`config.mk`:
```
export PLATFORM = sky130hd
export DESIGN_NAME = uart_pkt_parser_flat
export DESIGN_NICKNAME = d
export VERILOG_FILES = /design/src/rtl/uart_pkt_parser_pkg.sv /design/src/rtl/uart_pkt_parser_if.sv /design/src/rtl/uart_pkt_parser_gap.sv /design/src/rtl/uart_pkt_parser.sv /design/src/flat_wrapper.sv
export SDC_FILE = /design/constraint.sdc
export NUM_CORES = 1
export LEC_CHECK = 0
export BUFFER_PORTS_ARGS = -buffer_cell sky130_fd_sc_hd__buf_2
export CAP_MARGIN = 20
export CORE_MARGIN = 1
export CORE_UTILIZATION = 52
export CTS_BUF_LIST = sky130_fd_sc_hd__clkbuf_4 sky130_fd_sc_hd__clkbuf_8 sky130_fd_sc_hd__clkbuf_16
export DETAILED_ROUTE_END_ITERATION = 8
export PLACE_DENSITY_LB_ADDON = 0.2
export SETUP_SLACK_MARGIN = 0.05
export SKIP_CTS_REPAIR_TIMING = 1
export SLEW_MARGIN = 20
export SYNTH_ARGS = -nofsm -noshare
export SYNTH_HDL_FRONTEND = slang
export SYNTH_HIERARCHICAL = 1
export SYNTH_SLANG_ARGS = --single-unit
```
`constraint.sdc`:
```
create_clock -name clk_in -period 3.7 [get_ports clk_in]
set_clock_uncertainty 0.05 [all_clocks]
set_input_delay 0.74 -clock clk_in [delete_from_list [all_inputs] [get_ports clk_in]]
set_output_delay 0.74 -clock clk_in [all_outputs]
set_load 0.005 [all_outputs]
```
`src/rtl/uart_pkt_parser_pkg.sv`:
```
// Shared types and constants for the UART packet parser.
// Parser states: IDLE (hunt for SYNC), LEN (expect length byte),
// PAYLOAD (collect data bytes), CHECK (expect checksum byte).
package uart_pkt_pkg;

  typedef enum logic [1:0] {
    IDLE    = 2'd0,
    LEN     = 2'd1,
    PAYLOAD = 2'd2,
    CHECK   = 2'd3
  } parser_state_e;

  typedef logic [1:0] err_code_t;

  localparam err_code_t ERR_NONE    = 2'd0;
  localparam err_code_t ERR_LEN     = 2'd1;
  localparam err_code_t ERR_CSUM    = 2'd2;
  localparam err_code_t ERR_TIMEOUT = 2'd3;

  localparam logic [7:0] DEFAULT_SYNC_BYTE = 8'hA5;

  // Running checksum: plain 8-bit add, wrap-around is part of the protocol.
  function automatic logic [7:0] csum_add(input logic [7:0] acc, input logic [7:0] b);
    return acc + b;
  endfunction

endpackage

```
`src/rtl/uart_pkt_parser_if.sv`:
```
// Byte-in / packet-out bundle between the UART receiver side and the parser.
// master: the block feeding bytes and consuming packets; slave: the parser.
interface uart_pkt_parser_if #(
  parameter int MAX_PAYLOAD = 8
) ();
  import uart_pkt_pkg::*;

  localparam int LEN_W = $clog2(MAX_PAYLOAD + 1);

  logic [7:0]               byte_in;
  logic                     byte_valid_in;
  logic [MAX_PAYLOAD*8-1:0] cmd_out;
  logic [LEN_W-1:0]         len_out;
  logic                     pkt_valid_out;
  logic                     pkt_err_out;
  err_code_t                err_code_out;

  modport master (
    output byte_in, byte_valid_in,
    input  cmd_out, len_out, pkt_valid_out, pkt_err_out, err_code_out
  );

  modport slave (
    input  byte_in, byte_valid_in,
    output cmd_out, len_out, pkt_valid_out, pkt_err_out, err_code_out
  );

endinterface

```
`src/rtl/uart_pkt_parser_gap.sv`:
```
// Inter-byte gap timer: counts idle clocks while enabled, restarts on clear,
// and flags expiry in the cycle the count sits at TIMEOUT_CLKS-1 with no clear.
module uart_gap_timer #(
  parameter int TIMEOUT_CLKS = 325_000
) (
  input  logic clk_in,
  input  logic rst_n_in,
  input  logic clear_i,
  input  logic enable_i,
  output logic expired_o
);

  localparam int CNT_W = (TIMEOUT_CLKS > 1) ? $clog2(TIMEOUT_CLKS) : 1;
  localparam logic [CNT_W-1:0] TC = CNT_W'(TIMEOUT_CLKS - 1);
  localparam logic [CNT_W-1:0] ONE = CNT_W'(1);

  logic [CNT_W-1:0] cnt_q, cnt_d;
  logic             at_tc;

  assign at_tc     = (cnt_q == TC);
  assign expired_o = enable_i && !clear_i && at_tc;

  // A byte always beats the terminal count; the parser leaves the frame on expiry.
  always_comb begin
    cnt_d = cnt_q + ONE;
    if (clear_i || !enable_i || at_tc) begin
      cnt_d = '0;
    end
  end

  // Gap count register.
  always_ff @(posedge clk_in or negedge rst_n_in) begin
    if (!rst_n_in) begin
      cnt_q <= '0;
    end else begin
      cnt_q <= cnt_d;
    end
  end

endmodule

```
`src/rtl/uart_pkt_parser.sv`:
```
// Frame parser: SYNC, LEN, payload, checksum -> registered command word.
// Optional statistics counters are built when UART_PKT_STATS_EN is defined.
module uart_pkt_parser
  import uart_pkt_pkg::*;
#(
  parameter int         MAX_PAYLOAD  = 8,
  parameter logic [7:0] SYNC_BYTE    = DEFAULT_SYNC_BYTE,
  parameter int         TIMEOUT_CLKS = 325_000
) (
  input logic clk_in,
  input logic rst_n_in,
  uart_pkt_parser_if.slave bus
`ifdef UART_PKT_STATS_EN
  ,
  output logic [15:0] good_cnt_out,
  output logic [15:0] err_cnt_out
`endif
);

  localparam int               LEN_W     = $clog2(MAX_PAYLOAD + 1);
  localparam int               CMD_W     = MAX_PAYLOAD * 8;
  localparam logic [7:0]       MAX_LEN_B = 8'(MAX_PAYLOAD);
  localparam logic [LEN_W-1:0] ONE_L     = LEN_W'(1);

  parser_state_e    state_q, state_d;
  logic [LEN_W-1:0] plen_q, plen_d;
  logic [LEN_W-1:0] idx_q, idx_d;
  logic [7:0]       csum_q, csum_d;
  logic [CMD_W-1:0] shadow_q, shadow_d;
  logic [CMD_W-1:0] cmd_q, cmd_d;
  logic [LEN_W-1:0] len_q, len_d;
  logic             valid_q, valid_d;
  logic             err_q, err_d;
  err_code_t        code_q, code_d;
  logic             expired;

  uart_gap_timer #(
    .TIMEOUT_CLKS(TIMEOUT_CLKS)
  ) u_gap (
    .clk_in    (clk_in),
    .rst_n_in  (rst_n_in),
    .clear_i   (bus.byte_valid_in),
    .enable_i  (state_q != IDLE),
    .expired_o (expired)
  );

  // Next state, frame datapath and output pulses.
  always_comb begin
    state_d  = state_q;
    plen_d   = plen_q;
    idx_d    = idx_q;
    csum_d   = csum_q;
    shadow_d = shadow_q;
    cmd_d    = cmd_q;
    len_d    = len_q;
    valid_d  = 1'b0;
    err_d    = 1'b0;
    code_d   = code_q;
    unique case (state_q)
      IDLE: begin
        if (bus.byte_valid_in && bus.byte_in == SYNC_BYTE) begin
          state_d = LEN;
        end
      end
      LEN: begin
        if (bus.byte_valid_in) begin
          if (bus.byte_in != 8'd0 && bus.byte_in <= MAX_LEN_B) begin
            state_d  = PAYLOAD;
            plen_d   = bus.byte_in[LEN_W-1:0];
            csum_d   = bus.byte_in;
            idx_d    = '0;
            shadow_d = '0;
          end else begin
            state_d = IDLE;
            err_d   = 1'b1;
            code_d  = ERR_LEN;
          end
        end else if (expired) begin
          state_d = IDLE;
          err_d   = 1'b1;
          code_d  = ERR_TIMEOUT;
        end
      end
      PAYLOAD: begin
        if (bus.byte_valid_in) begin
          for (int i = 0; i < MAX_PAYLOAD; i++) begin
            if (idx_q == LEN_W'(i)) begin
              shadow_d[i*8 +: 8] = bus.byte_in;
            end
          end
          csum_d = csum_add(csum_q, bus.byte_in);
          idx_d  = idx_q + ONE_L;
          if (idx_q == plen_q - ONE_L) begin
            state_d = CHECK;
          end
        end else if (expired) begin
          state_d = IDLE;
          err_d   = 1'b1;
          code_d  = ERR_TIMEOUT;
        end
      end
      CHECK: begin
        if (bus.byte_valid_in) begin
          state_d = IDLE;
          if (bus.byte_in == csum_q) begin
            cmd_d   = shadow_q;
            len_d   = plen_q;
            valid_d = 1'b1;
          end else begin
            err_d  = 1'b1;
            code_d = ERR_CSUM;
          end
        end else if (expired) begin
          state_d = IDLE;
          err_d   = 1'b1;
          code_d  = ERR_TIMEOUT;
        end
      end
      default: state_d = IDLE;
    endcase
  end

  // State and datapath registers.
  always_ff @(posedge clk_in or negedge rst_n_in) begin
    if (!rst_n_in) begin
      state_q  <= IDLE;
      plen_q   <= '0;
      idx_q    <= '0;
      csum_q   <= '0;
      shadow_q <= '0;
      cmd_q    <= '0;
      len_q    <= '0;
      valid_q  <= 1'b0;
      err_q    <= 1'b0;
      code_q   <= ERR_NONE;
    end else begin
      state_q  <= state_d;
      plen_q   <= plen_d;
      idx_q    <= idx_d;
      csum_q   <= csum_d;
      shadow_q <= shadow_d;
      cmd_q    <= cmd_d;
      len_q    <= len_d;
      valid_q  <= valid_d;
      err_q    <= err_d;
      code_q   <= code_d;
    end
  end

  assign bus.cmd_out       = cmd_q;
  assign bus.len_out       = len_q;
  assign bus.pkt_valid_out = valid_q;
  assign bus.pkt_err_out   = err_q;
  assign bus.err_code_out  = code_q;

`ifdef UART_PKT_STATS_EN
  logic [15:0] good_q, good_d;
  logic [15:0] bad_q, bad_d;

  // Saturating counters step together with the pulse they count.
  always_comb begin
    good_d = good_q;
    bad_d  = bad_q;
    if (valid_d && good_q != 16'hFFFF) good_d = good_q + 16'd1;
    if (err_d && bad_q != 16'hFFFF)    bad_d  = bad_q + 16'd1;
  end

  // Statistics registers, cleared only by reset.
  always_ff @(posedge clk_in or negedge rst_n_in) begin
    if (!rst_n_in) begin
      good_q <= '0;
      bad_q  <= '0;
    end else begin
      good_q <= good_d;
      bad_q  <= bad_d;
    end
  end

  assign good_cnt_out = good_q;
  assign err_cnt_out  = bad_q;
`endif

endmodule

```
`src/flat_wrapper.sv`:
```
// flat-port wrapper written by rule: the top's interface ports become plain ports
module uart_pkt_parser_flat import uart_pkt_pkg::*;
#(
  parameter int         MAX_PAYLOAD  = 8,
  parameter logic [7:0] SYNC_BYTE    = DEFAULT_SYNC_BYTE,
  parameter int         TIMEOUT_CLKS = 325_000
)
  (clk_in, rst_n_in, bus_byte_in, bus_byte_valid_in, bus_cmd_out, bus_len_out, bus_pkt_valid_out, bus_pkt_err_out, bus_err_code_out);
  uart_pkt_parser_if #(.MAX_PAYLOAD(MAX_PAYLOAD)) bus_i ();
  input logic clk_in;
  input logic rst_n_in;
  input wire logic [$bits(bus_i.byte_in)-1:0] bus_byte_in;
  input wire logic [$bits(bus_i.byte_valid_in)-1:0] bus_byte_valid_in;
  output wire logic [$bits(bus_i.cmd_out)-1:0] bus_cmd_out;
  output wire logic [$bits(bus_i.len_out)-1:0] bus_len_out;
  output wire logic [$bits(bus_i.pkt_valid_out)-1:0] bus_pkt_valid_out;
  output wire logic [$bits(bus_i.pkt_err_out)-1:0] bus_pkt_err_out;
  output wire logic [$bits(bus_i.err_code_out)-1:0] bus_err_code_out;
  assign bus_i.byte_in = bus_byte_in;
  assign bus_i.byte_valid_in = bus_byte_valid_in;
  assign bus_cmd_out = bus_i.cmd_out;
  assign bus_len_out = bus_i.len_out;
  assign bus_pkt_valid_out = bus_i.pkt_valid_out;
  assign bus_pkt_err_out = bus_i.pkt_err_out;
  assign bus_err_code_out = bus_i.err_code_out;
  uart_pkt_parser #(.MAX_PAYLOAD(MAX_PAYLOAD), .SYNC_BYTE(SYNC_BYTE), .TIMEOUT_CLKS(TIMEOUT_CLKS)) u_core (.clk_in(clk_in), .rst_n_in(rst_n_in), .bus(bus_i));
endmodule
```
==> results of run 1 <==
[cell type report]
cell class              count  area share
well taps                 180      0.0263
repair buffers             89      0.0549
multi-input cells         414       0.335
clock buffers              24      0.0595
flip-flops and latches    173       0.506
clock inverters             6      0.0126
inverters                  12     0.00527
[synthesized netlist by cell type, types with 4 or more instances]
library cell	number
a21oi_1	9
a22o_1	8
and3_1	4
clkbuf_1	29
dfrtp_1	173
ha_1	13
inv_1	12
mux2_2	67
nand2_1	94
nand3_1	11
nor2_1	30
nor3_1	14
nor4_1	7
o21ai_0	13
o22ai_1	61
or3_1	4
xnor2_1	17
xor2_1	8
[flip-flops by register name, indices dropped and copies added (netlist names)]
signal	flops
u_core/bus.pkt_valid_out	1
u_core/shadow_q	64
u_core/bus.pkt_err_out	1
u_core/plen_q	4
u_core/bus.cmd_out	64
u_core/state_q	2
u_core/bus.err_code_out	2
u_core/bus.len_out	4
u_core/idx_q	4
u_core/u_gap/cnt_q	19
u_core/csum_q	8
[cell families after synthesis]
group / after synthesis / synth area share
xor+xnor: 25 / 0.0298
flops: 173 / 0.589
mux: 69 / 0.105
buf+inv: 44 / 0.0228
compound gates: 113 / 0.101
simple gates: 193 / 0.127
fa+ha+maj: 14 / 0.0249
[critical path: stages]
cell,delay (ps)
buf_2,160
ha_1,410
nor4_1,100
and3_1,240
nand3_4,90
buf_4,630
mux2_2,420
[routing by layer]
layer	wire, um	up-vias
met5	0	-
met4	352	0
met3	778	24
met2	7870	142
met1	7120	2592
li1	-	2409
[power breakdown]
group | switching, W | leakage (nW) | total [W] | internal (W)
Clock | 0.000680 | 0.305 | 0.00184 | 0.00116
Combinational | 0.000256 | 1.53 | 0.000418 | 0.000161
Sequential | 0.0000568 | 2.39 | 0.00200 | 0.00195
Total | 0.000994 | 4.23 | 0.00426 | 0.00326
[per-stage QoR]
| stage | utilization | worst slack, ps | hold slack (ps) | power, W | instances |
|---|---|---|---|---|---|
| 5_1_grt | 0.618 | 962 | 337 | 0.00442 | 898 |
| 3_5_place_dp | 0.574 | 667 | 417 | 0.00243 | 868 |
| 4_1_cts | 0.618 | 1090 | 305 | 0.00427 | 898 |
| 2_1_floorplan | - | 1190 | 383 | 0.00230 | 631 |
| 6_report | 0.618 | 1050 | 284 | 0.00426 | 898 |
| 3_3_place_gp | 0.574 | 711 | 394 | 0.00241 | 868 |
[worst paths after layout]
kind / start / endpoint / slack [ps] / depth (start not counted)
setup reg to reg: u_core/csum_q[2]$_DFFE_PN0P_ / u_core/bus.cmd_out[29]$_DFFE_PN0P_ / 1160 / 6
setup / recovery: bus_byte_in[2] / u_core/bus.cmd_out[29]$_DFFE_PN0P_ / 1050 / 7
hold reg to reg: u_core/u_gap/cnt_q[0]$_DFF_PN0_ / u_core/u_gap/cnt_q[0]$_DFF_PN0_ / 420 / 1
hold / removal: rst_n_in / u_core/bus.cmd_out[46]$_DFFE_PN0P_ / 280 / 1
min in group clk_in: u_core/u_gap/cnt_q[0]$_DFF_PN0_ / u_core/u_gap/cnt_q[0]$_DFF_PN0_ / 420 / 1
max in group asynchronous: rst_n_in / u_core/shadow_q[43]$_DFFE_PN0P_ / 2390 / 2
==> flow_summary.ini, run 1 <==
[hold_path]
hold_path_class = in2async

[routing]
via_per_inst = 5.75
dr.pass1.iters = 5
vias = 5167
routed_wl_mm = 16.1
drc = 0
drt_iter0_markers = 429
drt.antenna.violating_nets = 0
wl_per_cell_um = 18.0

[grt]
use_met3 = 0.0423
grt_pass1_vias = 5164
grt_pass1_wl_mm = 26.5
grt_usage = 0.237
top_usage_layer = met2
met2_usage = 0.373
antenna_found_initial = 0
overflow = 0
gr-usage-met1 = 0.319
grt_max_degree = 77

[layout]
multi_input_area_um2 = 2870
final_common_cell = dfrtp_1
finalNetCount = 732
regArea_um2 = 4330
final_area_um2 = 8550
fillers = 1109
syn_to_final_growth_pct = 16.3
drive_gt1_frac = 0.272
diodes = 0
mostFrequentLayoutCells = dfrtp_1, nand2_1, buf_2, mux2_2, o22ai_1

[clock_network]
cts_buffer_depth = 2
root_buffer = clkbuf_16
cts_sinks = 173
cts.htree.levels = 4
cts_tree = built
clkTransAtPathRegs_ps = 60
cts_buffers = 17
clk_latency_ps = 420

[die]
dieArea_um2 = 14600
die_y_um = 121
ios = 83
core_area_um2 = 13800
fp-row-count = 43
dieWidth_um = 121
start_util = 0.532

[pwr]
ir_worst_vdd_mv = 0.243
power.leakage_nw = 4.23
power_density_nw_per_um2 = 498

[timing]
worst_slew_pin_slew_ps = 913
period_share = 0.716
tns_ps = 0
fmax_mhz = 377
hold_viol = 0
relSlewSlack = 0.391
setup_viol = 0
slew_violations = 0
min_period_ps = 2650
rsz0062_at_grt = false

[synth]
synth_area_um2 = 7350
ys_seq_area_frac = 0.589
syn_inst = 631
synthTopCellsByArea = dfrtp_1, mux2_2, o22ai_1
yosys_most_used_dff = dfrtp_1
ys_seq_elements = 173
synth_top_cell_by_area = dfrtp_1
yosys_warnings = 6
synth_nets = 656
synth_edf_count = 0
async_flop_share = 1.00
synth_top_area_frac = 0.589
syn_avg_cell_area_um2 = 11.6
synth_cell_types = 53

[place]
numPortBuffers = 82
dpl_cell_area_um2 = 7940
dp.final_hpwl_mm = 10.4
gp_congestion = 0.891

[run_status]
status = finished, final reports clean

[critical_path]
crit_required_ps = 3950
path_class = in2reg
arrival_ps = 2900
end_kind = flop
cp-start-kind = primary input
cp_max_fo = 71

[flow_run]
maxCapViolCount = 0
Power figures use the tool's default switching activity.
==> inputs of run 2 (changes only) <==
Clock period 3.7 ns to 2.2 ns, I/O delays scaled along.
==> run 2 against run 1 <==
Worst setup slack worse by 980 ps. Worst hold slack better by 75 ps. Die area stayed put. Sequential cell count stayed put. Wire length is 9.4% higher. Final cell count is 5.7% higher. Non-clock buffer count is 50 higher. Total power is 72% higher. Clock power is 62% higher. Count of clock-buffer cells in the layout is 5 lower.
==> flow_summary.ini, run 2 (synthesis results as in run 1) <==
[critical_path]
critPathTopFamily = simple AND/OR/NAND/NOR gates
reg2reg_slack_ps = 70
cp_cell_sequence = ha_1, nor4_2, and3_4, nand3_4, buf_12, clkbuf_16, mux2_2
cp-start-kind = flop
arrival_ps = 2380
crit_required_ps = 2460
crit_buf_inv = 2
end_kind = flop
slowest_delay_ps = 390
cp_slowest_cell = dfrtp_1
cp_max_fo = 7
path_class = reg2reg

[routing]
drt.antenna.violating_nets = 0
dr.pass1.iters = 5
vias = 5443
routed_wl_mm = 17.6
drc = 0
via_per_inst = 5.74
wl_per_cell_um = 18.6
drt_iter0_markers = 456

[timing]
relSlewSlack = 0.602
rsz0062_at_grt = false
min_period_ps = 2130
slew_violations = 0
period_share = 0.967
setup_viol = 0
hold_viol = 0
worst_slew_pin_slew_ps = 593
fmax_mhz = 470

[die]
start_util = 0.532
core_area_um2 = 13800
dieWidth_um = 121
ios = 83
fp-row-count = 43
die_y_um = 121
dieArea_um2 = 14600

[layout]
layout.cells.non_filler = 949
drive_gt1_frac = 0.341
finalNetCount = 782
syn_to_final_growth_pct = 24.8
diodes = 0
mostFrequentLayoutCells = dfrtp_1, nand2_1, buf_2, mux2_2, o22ai_1
fillers = 1006
regArea_um2 = 4330
multi_input_area_um2 = 2980
final_common_cell = dfrtp_1

[pwr]
power.switching_w = 0.00186
switching_share = 0.254
clkPwrFrac = 0.407
ir_worst_vdd_mv = 0.664
total_power_w = 0.00734
power.internal_w = 0.00547
power_density_nw_per_um2 = 800
power_frac_comb = 0.134
power.leakage_nw = 4.53
pwr-share-seq = 0.459

[place]
gp_congestion = 0.829
dp.final_hpwl_mm = 11.3
dpl.cell_count = 906
numPortBuffers = 82

[clock_network]
root_buffer = clkbuf_16
cts_buffer_depth = 2
cts.htree.levels = 4
cts_buffers = 17
clk_latency_ps = 420
clkTransAtPathRegs_ps = 70
cts_tree = built
cts_sinks = 173

[grt]
grt_max_degree = 64
grt_pass1_wl_mm = 26.9
grt_usage = 0.240
overflow = 0
antenna_found_initial = 0
grt_pass1_vias = 5281

[run_status]
status = finished, final reports clean

[hold_path]
hold_path_class = in2reg

[flow_run]
maxCapViolCount = 0
[run 2: changes by cell type in the layout (fill, tap and decap cells not counted), sizes merged]
cell | previous run | this run
clkinv | 2 | 5
clkinvlp | 1 | 2
bufinv | 3 | 2
clkbuf | 24 | 22
buf | 89 | 135
dlygate4sd3 | 0 | 1
inv | 12 | 15
[run 2: power by group through the flow]
stage | registers (W) | clock network [W] | logic [W]
3_5_place_dp | 0.00341 | 0 | 0.000852
3_3_place_gp | 0.00341 | 0 | 0.000796
5_1_grt | 0.00338 | 0.00316 | 0.00107
6_report | 0.00337 | 0.00298 | 0.000985
4_1_cts | 0.00335 | 0.00303 | 0.000857
2_1_floorplan | 0.00339 | 0 | 0.000482
[run 2: final timing paths]
| check | from | endpoint | depth (start not counted) |
|---|---|---|---|
| max in group asynchronous | rst_n_in | u_core/shadow_q[4]$_DFFE_PN0P_ | 3 |
| min reg2reg | u_core/u_gap/cnt_q[0]$_DFF_PN0_ | u_core/u_gap/cnt_q[0]$_DFF_PN0_ | 1 |
| max | u_core/csum_q[0]$_DFFE_PN0P_ | u_core/bus.cmd_out[28]$_DFFE_PN0P_ | 7 |
| min | bus_byte_in[3] | u_core/plen_q[3]$_DFFE_PN0P_ | 4 |
| min in group asynchronous | rst_n_in | u_core/bus.cmd_out[33]$_DFFE_PN0P_ | 2 |
| max reg2reg | u_core/csum_q[0]$_DFFE_PN0P_ | u_core/bus.cmd_out[28]$_DFFE_PN0P_ | 7 |
[run 2: cell type report]
type / count / area share
clock buffers: 19 / 0.0494
clock inverters: 12 / 0.0149
inverters: 12 / 0.00491
multi-input cells: 414 / 0.325
flip-flops and latches: 173 / 0.472
well taps: 180 / 0.0245
repair buffers: 139 / 0.110
[run 2: per-layer routing]
| metal | share of wire | track usage |
|---|---|---|
| met2 | 0.50 | 0.391 |
| met1 | 0.42 | 0.320 |
| met5 | 0 | 0 |
| met3 | 0.060 | 0.0493 |
| met4 | 0.015 | 0.0818 |
[run 2: tightest hold or removal path, delay by kind of cell]
kind / cells / cell delay, ps
buffers and inverters: 2 / 250
AND/OR/NAND/NOR: 2 / 100
[run 2: stage by stage]
step           setup WS [ps]  hold WS (ps)  setup TNS, ps  instance area, um2   util
2_1_floorplan           14.0          94.4              0                7360      -
3_3_place_gp            -160           288         -12870                8290  0.599
3_5_place_dp            -191           294         -14340                8290  0.599
4_1_cts                 10.9          -162              0                8880  0.642
5_1_grt                 32.4           370              0                9170  0.663
6_report                73.6           359              0                9170  0.663
==> inputs of run 3 (changes only) <==
Settings changed: CTS_BUF_LIST sky130_fd_sc_hd__clkbuf_4 sky130_fd_sc_hd__clkbuf_8 sky130_fd_sc_hd__clkbuf_16 to sky130_fd_sc_hd__clkbuf_2 sky130_fd_sc_hd__clkbuf_4 sky130_fd_sc_hd__clkbuf_8.
==> run 3 against run 2 <==
Die area is the same. Critical path depth shrank 1. Count of clock-buffer cells in the layout did not move. Combinational power decreased by 4.4%. Worst setup slack got worse by 1.7 ps. Non-clock buffer count down 10. Clock power is 26% lower. Final cell count down 1.1%. Register-to-register slack hardly changed. Critical endpoint is now u_core/csum_q[7]$_DFFE_PN0P_.
==> flow_summary.ini, run 3 (synthesis results as in run 1) <==
[timing]
worst_slew_pin_slew_ps = 572
hold_viol = 0
relSlewSlack = 0.616
period_share = 0.967
min_period_ps = 2130
setup_viol = 0
hold_slack_ps = 327
rsz0062_at_grt = true
fmax_mhz = 470
slew_violations = 0

[die]
ios = 83
die_y_um = 121
dieArea_um2 = 14600
start_util = 0.532
core_area_um2 = 13800
dieWidth_um = 121
fp-row-count = 43

[critical_path]
cp_max_fo = 3
cp-start-kind = flop
crit_buf_inv = 0
reg2reg_slack_ps = 70
arrival_ps = 2420
rr_endpoint = u_core/csum_q[7]$_DFFE_PN0P_
worst_r2r_path_depth = 6
end_kind = flop
cp_slowest_cell = or4_4
path_class = reg2reg
path_depth = 6
critPathTopFamily = simple AND/OR/NAND/NOR gates
slowest_delay_ps = 490
crit_required_ps = 2490
cp_cell_sequence = ha_4, a211oi_2, nor2_1, or4_4, a41o_1, mux2_2
r2r-start = u_core/csum_q[1]$_DFFE_PN0P_

[hold_path]
holdPathEnd = u_core/plen_q[2]$_DFFE_PN0P_
min-delay-start = bus_byte_in[2]
hold_depth = 4
hold_path_class = in2reg

[place]
numPortBuffers = 82
dpl.cell_count = 906
dp.final_hpwl_mm = 11.3
dpl_cell_area_um2 = 8290
gp_congestion = 0.829

[routing]
routed_wl_mm = 16.4
wl_met3_um = 899
drt.antenna.violating_nets = 0
vias = 5333
maxUsedRoutingLayer = met4
routed-wl-met2_mm = 8.13
drt_iter0_markers = 407
wl_per_cell_um = 17.5
drc = 0
via_per_inst = 5.68
dr.pass1.iters = 7
m1WireLength_mm = 7.14

[layout]
drive_gt1_frac = 0.329
fillers = 1084
multi_input_area_um2 = 2930
diodes = 0
mostFrequentLayoutCells = dfrtp_1, nand2_1, buf_2, mux2_2, o22ai_1
regArea_um2 = 4330
final_area_um2 = 8760
syn_to_final_growth_pct = 19.2
post-route-util = 0.634
layout.cells.non_filler = 939
finalNetCount = 772
final_common_cell = dfrtp_1

[pwr]
power_density_nw_per_um2 = 742
ir_worst_vdd_mv = 0.543
total_power_w = 0.00650
power.leakage_nw = 4.35
switching_share = 0.266
power_frac_comb = 0.145
power.internal_w = 0.00477
clkPwrFrac = 0.340
pwr-share-seq = 0.516
power.switching_w = 0.00173

[clock_network]
cts_buffer_depth = 2
cts_buffers = 17
cts_tree = built
clk_latency_ps = 450
clkTransAtPathRegs_ps = 80
cts_sinks = 173
root_buffer = clkbuf_8
cts.htree.levels = 4

[grt]
grt_usage = 0.237
antenna_found_initial = 0
overflow = 0
grt_max_degree = 64
grt_pass1_wl_mm = 26.5
grt_pass1_vias = 5231

[flow_run]
maxCapViolCount = 0

[run_status]
status = finished, final reports clean
[run 3: power by group through the flow]
stage	Sequential, W	Clock [W]	Combinational [W]
floorplan	0.00339	0	0.000482
global placement	0.00341	0	0.000796
detailed placement	0.00341	0	0.000852
CTS	0.00335	0.00227	0.000857
global route	0.00336	0.00239	0.00103
finish	0.00335	0.00221	0.000942
[run 3: metal layers]
| layer | track usage | up-vias |
|---|---|---|
| met5 | 0 | - |
| met4 | 0.0849 | 0 |
| met3 | 0.0526 | 22 |
| met2 | 0.382 | 148 |
| met1 | 0.314 | 2673 |
| li1 | - | 2490 |
[run 3: final cells by class]
cell class | instances | area share
Inverter | 12 | 0.00514
Multi-Input combinational cell | 414 | 0.335
Sequential cell | 173 | 0.494
Timing Repair Buffer | 129 | 0.0952
Tap cell | 180 | 0.0257
Clock inverter | 12 | 0.0156
Clock buffer | 19 | 0.0298
[run 3: per-stage QoR]
stage	TNS (ps)	worst slack, ps
5_1_grt	0	1.56
6_report	0	72.0
3_3_place_gp	-12870	-160
2_1_floorplan	0	14.0
4_1_cts	0	7.27
3_5_place_dp	-14340	-191
[run 3: worst min-delay path: stages]
cell and delay (ps):
buf_2 90, buf_4 150, nand2_1 60, nand2_1 50
[run 3: worst max path at each step]
stage,start,endpoint,slack [ps]
global placement,bus_byte_in[5],u_core/bus.cmd_out[31]$_DFFE_PN0P_,-160
floorplan,bus_byte_in[5],u_core/bus.cmd_out[0]$_DFFE_PN0P_,10
detailed placement,bus_byte_in[5],u_core/shadow_q[5]$_DFFE_PN0P_,-190
finish,u_core/csum_q[1]$_DFFE_PN0P_,u_core/csum_q[7]$_DFFE_PN0P_,70
global route,u_core/csum_q[5]$_DFFE_PN0P_,u_core/bus.cmd_out[25]$_DFFE_PN0P_,2
CTS,u_core/csum_q[2]$_DFFE_PN0P_,u_core/csum_q[7]$_DFFE_PN0P_,7
